<file path="config.mk">
export PLATFORM = sky130hd
export DESIGN_NAME = instr_fetch_unit
export DESIGN_NICKNAME = d
export VERILOG_FILES = /design/src/rtl/rv_pkg.sv /design/src/rtl/instr_fetch_unit_next_pc_sel.sv /design/src/rtl/instr_fetch_unit.sv
export SDC_FILE = /design/constraint.sdc
export NUM_CORES = 1
export LEC_CHECK = 0
export ABC_AREA = 1
export BUFFER_PORTS_ARGS = -buffer_cell sky130_fd_sc_hd__buf_2
export CAP_MARGIN = 20
export CORE_MARGIN = 2
export CORE_UTILIZATION = 48
export DETAILED_ROUTE_END_ITERATION = 10
export GPL_TIMING_DRIVEN = 0
export PLACE_DENSITY = 0.81
export RECOVER_POWER = 100
export SLEW_MARGIN = 30
export SYNTH_ARGS = -nofsm -noshare
export SYNTH_HDL_FRONTEND = slang
export SYNTH_SLANG_ARGS = --single-unit
</file>
<file path="constraint.sdc">
create_clock -name clk -period 2.58 [get_ports clk]
set_clock_uncertainty 0.15 [all_clocks]
set_input_delay 0.258 -clock clk [delete_from_list [all_inputs] [get_ports clk]]
set_output_delay 0.258 -clock clk [all_outputs]
set_load 0.005 [all_outputs]
</file>
<file path="src/rtl/rv_pkg.sv">
// Shared RV32I core definitions: data width, canonical nop, fetch FSM states.
package rv_pkg;

  localparam int unsigned XLEN = 32;

  // addi x0, x0, 0
  localparam logic [XLEN-1:0] NOP_INSTR = 32'h0000_0013;

  typedef enum logic [1:0] {
    REQ   = 2'd0,
    WAIT  = 2'd1,
    VALID = 2'd2,
    HALT  = 2'd3
  } fetch_state_e;

endpackage

</file>
<file path="src/rtl/instr_fetch_unit_next_pc_sel.sv">
// Next-PC selection for the fetch stage.
// Ports:
//   pc         in   current program counter
//   PC_src     in   1 = branch/jump target, 0 = sequential
//   pc_target  in   target computed downstream
//   next_pc    out  selected next program counter
//   misaligned out  next_pc is not word aligned
module next_pc_sel
  import rv_pkg::*;
(
  input  logic [XLEN-1:0] pc,
  input  logic            PC_src,
  input  logic [XLEN-1:0] pc_target,
  output logic [XLEN-1:0] next_pc,
  output logic            misaligned
);

  always_comb begin
    next_pc    = PC_src ? pc_target : pc + XLEN'(4);
    misaligned = |next_pc[1:0];
  end

endmodule

</file>
<file path="src/rtl/instr_fetch_unit.sv">
// Instruction fetch stage: holds the PC, fetches one word at a time over a
// req/gnt/rvalid handshake and presents it to decode until retired.
// Ports:
//   clk, rst       core clock, asynchronous active-high reset
//   PC_src         next-PC select from control (used on retire only)
//   pc_target      branch/jump target
//   advance        downstream retires the current instruction
//   imem_req       fetch request valid
//   imem_addr      fetch address (= pc)
//   imem_gnt       memory accepts the request
//   imem_rvalid    response valid
//   imem_rdata     response word
//   instr          held instruction
//   pc, pc_plus4   address of instr and its successor
//   instr_valid    instr/pc valid for decode
//   fetch_err      sticky error: misaligned next PC or memory timeout
module instr_fetch_unit
  import rv_pkg::*;
#(
  parameter logic [XLEN-1:0] RESET_PC = 32'h0000_0000,
  parameter int unsigned     TIMEOUT  = 16
) (
  input  logic            clk,
  input  logic            rst,
  input  logic            PC_src,
  input  logic [XLEN-1:0] pc_target,
  input  logic            advance,
  output logic            imem_req,
  output logic [XLEN-1:0] imem_addr,
  input  logic            imem_gnt,
  input  logic            imem_rvalid,
  input  logic [XLEN-1:0] imem_rdata,
  output logic [XLEN-1:0] instr,
  output logic [XLEN-1:0] pc,
  output logic [XLEN-1:0] pc_plus4,
  output logic            instr_valid,
  output logic            fetch_err
);

  localparam int unsigned CW = $clog2(TIMEOUT + 1);

  fetch_state_e    state, state_nx;
  logic [CW-1:0]   cnt, cnt_nx;
  logic [XLEN-1:0] pc_nx, instr_nx;
  logic            req_nx, valid_nx, err_nx;
  logic [XLEN-1:0] sel_pc;
  logic            sel_mis;

  next_pc_sel u_next_pc_sel (
    .pc         (pc),
    .PC_src     (PC_src),
    .pc_target  (pc_target),
    .next_pc    (sel_pc),
    .misaligned (sel_mis)
  );

  assign imem_addr = pc;
  assign pc_plus4  = pc + XLEN'(4);

  // State and registered outputs
  always_ff @(posedge clk or posedge rst) begin
    if (rst) begin
      state       <= REQ;
      cnt         <= '0;
      pc          <= RESET_PC;
      instr       <= NOP_INSTR;
      instr_valid <= 1'b0;
      imem_req    <= 1'b0;
      fetch_err   <= 1'b0;
    end else begin
      state       <= state_nx;
      cnt         <= cnt_nx;
      pc          <= pc_nx;
      instr       <= instr_nx;
      instr_valid <= valid_nx;
      imem_req    <= req_nx;
      fetch_err   <= err_nx;
    end
  end

  // Next state; req/valid are registered from the next state so they line up
  // with the state they describe. The first REQ cycle after reset has req low,
  // so a grant is only honoured while req is actually asserted.
  always_comb begin
    state_nx = state;
    cnt_nx   = cnt;
    pc_nx    = pc;
    instr_nx = instr;
    err_nx   = fetch_err;

    unique case (state)
      REQ: begin
        if (imem_req && imem_gnt) begin
          state_nx = WAIT;
          cnt_nx   = '0;
        end
      end
      WAIT: begin
        // rvalid takes priority over the timeout compare
        if (imem_rvalid) begin
          instr_nx = imem_rdata;
          state_nx = VALID;
        end else if (cnt == CW'(TIMEOUT - 1)) begin
          err_nx   = 1'b1;
          state_nx = HALT;
        end else begin
          cnt_nx = cnt + CW'(1);
        end
      end
      VALID: begin
        if (advance) begin
          if (sel_mis) begin
            err_nx   = 1'b1;
            state_nx = HALT;
          end else begin
            pc_nx    = sel_pc;
            state_nx = REQ;
          end
        end
      end
      HALT:    state_nx = HALT;
      default: state_nx = HALT;
    endcase

    req_nx   = (state_nx == REQ);
    valid_nx = (state_nx == VALID);
  end

endmodule

</file>
==> run_results.csv, run 1 <==
group,metric,value,unit
final_layout,drive_gt1_share,25.4,%
final_layout,fin_cells,990,
final_layout,num-fill-cells,798,
timing,clock.fmax,0.407,GHz
routing,final_antenna_net_count,0,
final_layout,num_antenna_cells,0,
final_layout,multi_input_comb_area,1990,um2
synth,synth_edf_count,0,
floorplanning,ios,201,
pwr,clockPowerShare,14.9,%
place,placed_area,5600,um2
routing,dr.pass1.iters,5,
synth,synthFlopType,"dfrtp_1",
synth,synth_warnings,0,
timing,hold_viol_final,0,
clock_network,root_buffer,"clkbuf_8",
synth,synth_cell_types,36,
floorplanning,dieArea,10000,um2
pwr,power.switching,2.50,mW
synth,yosysTopAreaCell,"dfrtp_1",
synth,syn_nets,703,
routing,drc_errors,0,
timing,fin_tns_setup,0,ns
routing,drt-total-wl,13600,um
synth,syn-cell-area,4440,um2
pwr,seqPwrFrac,38.4,%
timing,finalSetupViolCount,0,
pwr,switching_share,42.6,%
clock_network,clkSlewWorstSetupHoldPaths,0.08,ns
synth,yosysMostFrequentCell,"nand2_1",
pwr,p_int,3.36,mW
worst_setup_path,start_kind,"flop",
worst_setup_path,end_kind,"output port",
synth,syn_area_per_cell,7.05,um2
grt,grt_pass1_wl,22000,um
hold_path,min_path_type,"in2reg",
place,post-place-cells,941,
worst_setup_path,critPathKind,"reg2out",
final_layout,nets,947,
synth,yosysSeqAreaShare,41.8,%
clock_network,cts_buffer_depth,2,
routing,vias,4903,
worst_setup_path,crit_required,2.17,ns
grt,antenna_found_initial,0,
routing,drt_iter0_drc,248,
place,io_buffer_count,199,
clock_network,post_cts_buffers,0,
worst_setup_path,crit_arrival,2.05,ns
grt,grt_pass1_vias,4777,
clock_network,clk_latency,0.35,ns
clock_network,clock_sinks,74,
floorplanning,die_w,100,um
grt,track_usage,27.8,%
pwr,p_leak,3.32,nW
timing,min_period,2.46,ns
place,routabilityCongestion,0.969,
clock_network,cts_buffers,9,
timing,fin_crit_sh,95.3,%
run,max-cap-violations,0,
grt,grt_max_degree,41,
synth,netlist_top_cells_count,"258 x nand2_1, 79 x nor2_1, 71 x dfrtp_1",
final_layout,final_area,5990,um2
synth,synth_area_leaders,"dfrtp_1 40%, nand2_1 22%, nor2_1 6.7%, buf_4 6.1%, inv_1 3.8%",
timing,worstMarginPinSlew,1.33,ns
status,status,"finished, final reports clean",
worst_setup_path,path_max_fanout,7,
clock_network,cts_resized,0,
pwr,worst_ir_drop_vdd,0.494,mV
grt,overflow,0,
pwr,comb_power_share,46.7,%
routing,avgRoutedWirePerCell,13.8,um
synth,netlist_instances,630,
floorplanning,core,9110,um2
floorplanning,initial_utilization,48.8,%
floorplanning,dieHeight,100,um
place,dp_hpwl,9760,um
synth,synth_seq_cells,74,
routing,viasPerCell,4.95,
timing,max_slew_margin,11.1,%
final_layout,register_area,1860,um2
clock_network,cts_tree,"yes",
pwr,p_per_area,980,nW/um2
synth,async_reset_ff_share,100,%
timing,rsz0062_at_grt,"no",
floorplanning,fp-row-count,35,
final_layout,syn2layout_area_growth,34.8,%
synth,yosys.area.top_type_share,40.0,%
timing,final-max-slew-violation-count,0,
clock_network,htree_levels,3,
[critical path, stage by stage, from the launching register on]
cell and delay [ns]:
dfrtp_1 0.48, nand2_1 0.17, nor2_8 0.15, nand2_1 0.25
nor2_1 0.31, nand2_1 0.09, nand2_1 0.08, nand2_1 0.05
buf_2 0.12
[logic make-up (layout without fill, tap and decap cells)]
kind of cell / count (synthesis) / count (layout) / synth area share, %
AOI/OAI and AO/OA: 49 / 49 / 6.11
xor gates and xnor gates: 8 / 8 / 1.58
adders and majority gates: 3 / 3 / 0.845
buffers and inverters: 99 / 348 / 12.2
DFF: 74 / 74 / 41.8
and+or+nand+nor: 397 / 397 / 37.5
[through the flow]
step / total power [mW] / worst slack (ns) / hold WS [ns] / util (%)
final: 5.87 / 0.121 / 0.0393 / 65.7
after CTS: 5.97 / 0.192 / 0.0215 / 67.1
after floorplan: 3.74 / 0.295 / 0.199 / -
after global routing: 6.36 / 0.0132 / 0.0393 / 65.7
after detailed placement: 5.05 / 0.583 / 0.157 / 61.5
after global placement: 4.95 / -0.631 / 0.300 / 61.2
[path summary, 6_finish.rpt]
path,start,endpoint,slack [ns],cells after the start
worst max register to register,imem_addr[1]$_DFFE_PP0P_,imem_addr[3]$_DFFE_PP0P_,0.43,8
worst min-delay path,pc_target[5],imem_addr[5]$_DFFE_PP0P_,0.04,3
worst max-delay path,imem_addr[4]$_DFFE_PP0P_,pc_plus4[29],0.12,8
min in group asynchronous,rst,instr[17]$_DFFE_PP0P_,0.68,3
worst min register to register,instr[2]$_DFFE_PP0P_,instr[2]$_DFFE_PP0P_,0.33,2
max in group asynchronous,rst,imem_addr[13]$_DFFE_PP0P_,0.75,4
[what timing repair did]
action | 4_1_cts | 5_1_grt
hold endpoints to repair | 63 | 0
setup endpoints to repair | 0 | 0
hold buffers | 33 | 0
[cells in the final DEF (no fill, tap or decap), types with 3 or more instances in the layout]
master,n
buf_2,152
dlygate4sd3_1,33
ha_1,3
a21oi_1,4
nor3_1,5
dfrtp_1,71
nand3_1,32
clkbuf_8,11
nor2_2,3
o21ai_1,4
xor2_1,5
o31ai_1,3
nor2_1,83
xnor2_1,3
clkbuf_2,4
o21ai_0,31
buf_1,6
clkbuf_1,52
clkbuf_4,34
nand2_1,264
inv_1,46
[power by group through the flow]
| stage | clock network [mW] | registers (mW) | logic, mW |
|---|---|---|---|
| 2_1_floorplan | 0 | 2.17 | 1.57 |
| 3_3_place_gp | 0 | 2.22 | 2.74 |
| 3_5_place_dp | 0 | 2.24 | 2.81 |
| 4_1_cts | 0.889 | 2.23 | 2.85 |
| 5_1_grt | 0.931 | 2.32 | 3.11 |
| 6_report | 0.874 | 2.25 | 2.74 |
[flip-flops by register name, indices dropped and copies added (netlist names)]
name and count:
cnt 5, state 2, imem_addr 32, fetch_err 1, instr_valid 1, instr 32
imem_req 1
[area by class of cell]
class,count,area share (%)
clock inverter,5,0.585
tap,111,2.32
inverter,47,2.99
buffer,52,5.75
sequential,74,31.0
clock buffer,11,2.53
timing repair buffer,233,21.6
multi-input combinational,457,33.3
[routing by layer]
metal,GRT usage (%),routed length (um),up-vias
li1,-,-,2400
met1,33.6,5510,2246
met2,49.1,6770,232
met3,5.64,1040,25
met4,10.1,323,0
met5,0,0,-
(Power assumes the default switching activity.)
==> run 2, diff against run 1 <==
--- a/config.mk
+++ b/config.mk
@@ -9,11 +9,12 @@
 export BUFFER_PORTS_ARGS = -buffer_cell sky130_fd_sc_hd__buf_2
 export CAP_MARGIN = 20
 export CORE_MARGIN = 2
-export CORE_UTILIZATION = 48
+export CORE_UTILIZATION = 49
+export CTS_BUF_LIST = sky130_fd_sc_hd__clkbuf_2 sky130_fd_sc_hd__clkbuf_4 sky130_fd_sc_hd__clkbuf_8
 export DETAILED_ROUTE_END_ITERATION = 10
 export GPL_TIMING_DRIVEN = 0
-export PLACE_DENSITY = 0.81
-export RECOVER_POWER = 100
+export PLACE_DENSITY = 0.83
+export RECOVER_POWER = 50
 export SLEW_MARGIN = 30
 export SYNTH_ARGS = -nofsm -noshare
 export SYNTH_HDL_FRONTEND = slang
==> run 2 against run 1 <==
  * Worst hold slack better by 0.00054 ns
  * Largest cell class unchanged
  * Highest routed layer unchanged
  * Combinational power up 3%
  * Sequential cell count unchanged
  * Global-route usage up 0.55 points
==> run_results.csv, run 2 (synthesis gave the netlist of run 1 again) <==
group,metric,value,unit
status,status,"finished, final reports clean",
routing,drc_errors,0,
clock_network,clock_sinks,74,
final_layout,num_antenna_cells,0,
worst_setup_path,crit_arrival,1.99,ns
final_layout,num-fill-cells,720,
worst_setup_path,rr_worst_depth,9,
clock_network,clk_latency,0.34,ns
grt,grt_pass1_wl,22600,um
hold_path,hold_depth,3,
timing,worstMarginPinSlew,1.14,ns
routing,dr.pass1.iters,5,
timing,final-max-slew-violation-count,0,
timing,hold_viol_final,0,
worst_setup_path,timing.rr.end,"imem_addr[24]$_DFFE_PP0P_",
timing,clock.fmax,0.417,GHz
final_layout,drive_gt1_share,29.2,%
worst_setup_path,startpoint,"imem_addr[15]$_DFFE_PP0P_",
place,placed_area,5600,um2
clock_network,htree_levels,3,
place,dp_hpwl,10000,um
final_layout,syn2layout_area_growth,37.8,%
grt,grt_pass1_vias,4868,
timing,max_slew_margin,23.7,%
place,io_buffer_count,199,
pwr,worst_ir_drop_vdd,0.626,mV
hold_path,min_path_type,"in2reg",
final_layout,final_area,6120,um2
floorplanning,initial_utilization,50.7,%
hold_path,min_from,"pc_target[6]",
routing,drt-total-wl,13900,um
floorplanning,ios,201,
floorplanning,fp-row-count,34,
timing,fin_tns_setup,0,ns
clock_network,cts_resized,0,
floorplanning,dieArea,9840,um2
floorplanning,dieHeight,99.2,um
floorplanning,die_w,99.2,um
clock_network,cts_buffers,9,
grt,antenna_found_initial,0,
place,routabilityCongestion,0.925,
worst_setup_path,crit_required,2.17,ns
pwr,p_leak,3.42,nW
worst_setup_path,start_kind,"flop",
routing,viasPerCell,4.94,
worst_setup_path,path_max_fanout,7,
run,max-cap-violations,0,
timing,finalSetupViolCount,0,
final_layout,fin_cells,987,
worst_setup_path,end_kind,"output port",
place,post-place-cells,938,
worst_setup_path,r2r_slack,0.65,ns
worst_setup_path,crit_path_end,"pc_plus4[24]",
worst_setup_path,r2r-start,"imem_addr[15]$_DFFE_PP0P_",
clock_network,cts_buffer_depth,2,
final_layout,fin_util,69.8,%
final_layout,nets,947,
final_layout,mostFrequentLayoutCells,"259 x nand2_1, 177 x buf_2, 79 x nor2_1",
floorplanning,core,8760,um2
timing,min_period,2.40,ns
routing,drt_iter0_drc,165,
routing,final_antenna_net_count,0,
timing,rsz0062_at_grt,"no",
pwr,p_per_area,1010,nW/um2
clock_network,root_buffer,"clkbuf_8",
grt,overflow,0,
timing,fin_crit_sh,92.9,%
grt,track_usage,28.4,%
clock_network,clkSlewWorstSetupHoldPaths,0.09,ns
clock_network,cts_tree,"yes",
worst_setup_path,critPathKind,"reg2out",
pwr,finalPower,6.21,mW
routing,avgRoutedWirePerCell,14.1,um
final_layout,layout_commonest_cell,"nand2_1",
routing,vias,4874,
grt,grt_max_degree,52,
-- run 2: metal layers --
metal,wire length [um],track usage [%],vias up
li1,-,-,2394
met1,5390,33.8,2210
met2,6980,50.5,242
met3,1230,5.76,28
met4,303,10.4,0
met5,0,0,-
-- run 2: how the worst min path moves through the flow --
stage          slack (ns)                  endpoint
3_5_place_dp         0.12     instr[29]$_DFFE_PP0P_
2_1_floorplan        0.20      instr[0]$_DFFE_PP1P_
4_1_cts              0.02  imem_addr[6]$_DFFE_PP0P_
3_3_place_gp         0.30     instr[18]$_DFFE_PP0P_
6_report             0.04  imem_addr[6]$_DFFE_PP0P_
5_1_grt              0.05  imem_addr[7]$_DFFE_PP0P_
-- run 2: critical path, cell delays in order (launching register included) --
cell     delay [ns]
dfrtp_1        0.54
nand2_1        0.13
nor2_1         0.28
nand2_1        0.09
nor2_1         0.26
nand3_1        0.14
nand2_1        0.11
buf_2          0.11
-- run 2: per-stage QoR --
stage | hold WS (ns) | setup WS, ns
after floorplan | 0.199 | 0.295
after global placement | 0.300 | -0.617
after detailed placement | 0.115 | 0.614
after CTS | 0.0199 | 0.215
after global routing | 0.0455 | 0.0785
final | 0.0398 | 0.182
-- run 2: repair_timing --
item | CTS | global route
buffers inserted | 0 | 0
hold endpoints to repair | 55 | 0
hold buffers | 33 | 0
-- run 2: power by group --
part           switching (mW)  leakage [nW]  internal (mW)
combinational            1.47          2.39           1.36
sequential              0.595         0.918           1.66
clock                   0.461         0.120          0.657
-- run 2: layout make-up --
cell class / count / area, um2 / area share (%)
Multi-Input combinational cell: 457 / 2040 / 33.4
Sequential cell: 74 / 1860 / 30.3
Timing Repair Buffer: 233 / 1300 / 21.2
Buffer: 52 / 362 / 5.91
Inverter: 47 / 180 / 2.94
Tap cell: 108 / 135 / 2.21
Clock buffer: 10 / 131 / 2.15
Clock inverter: 6 / 115 / 1.88
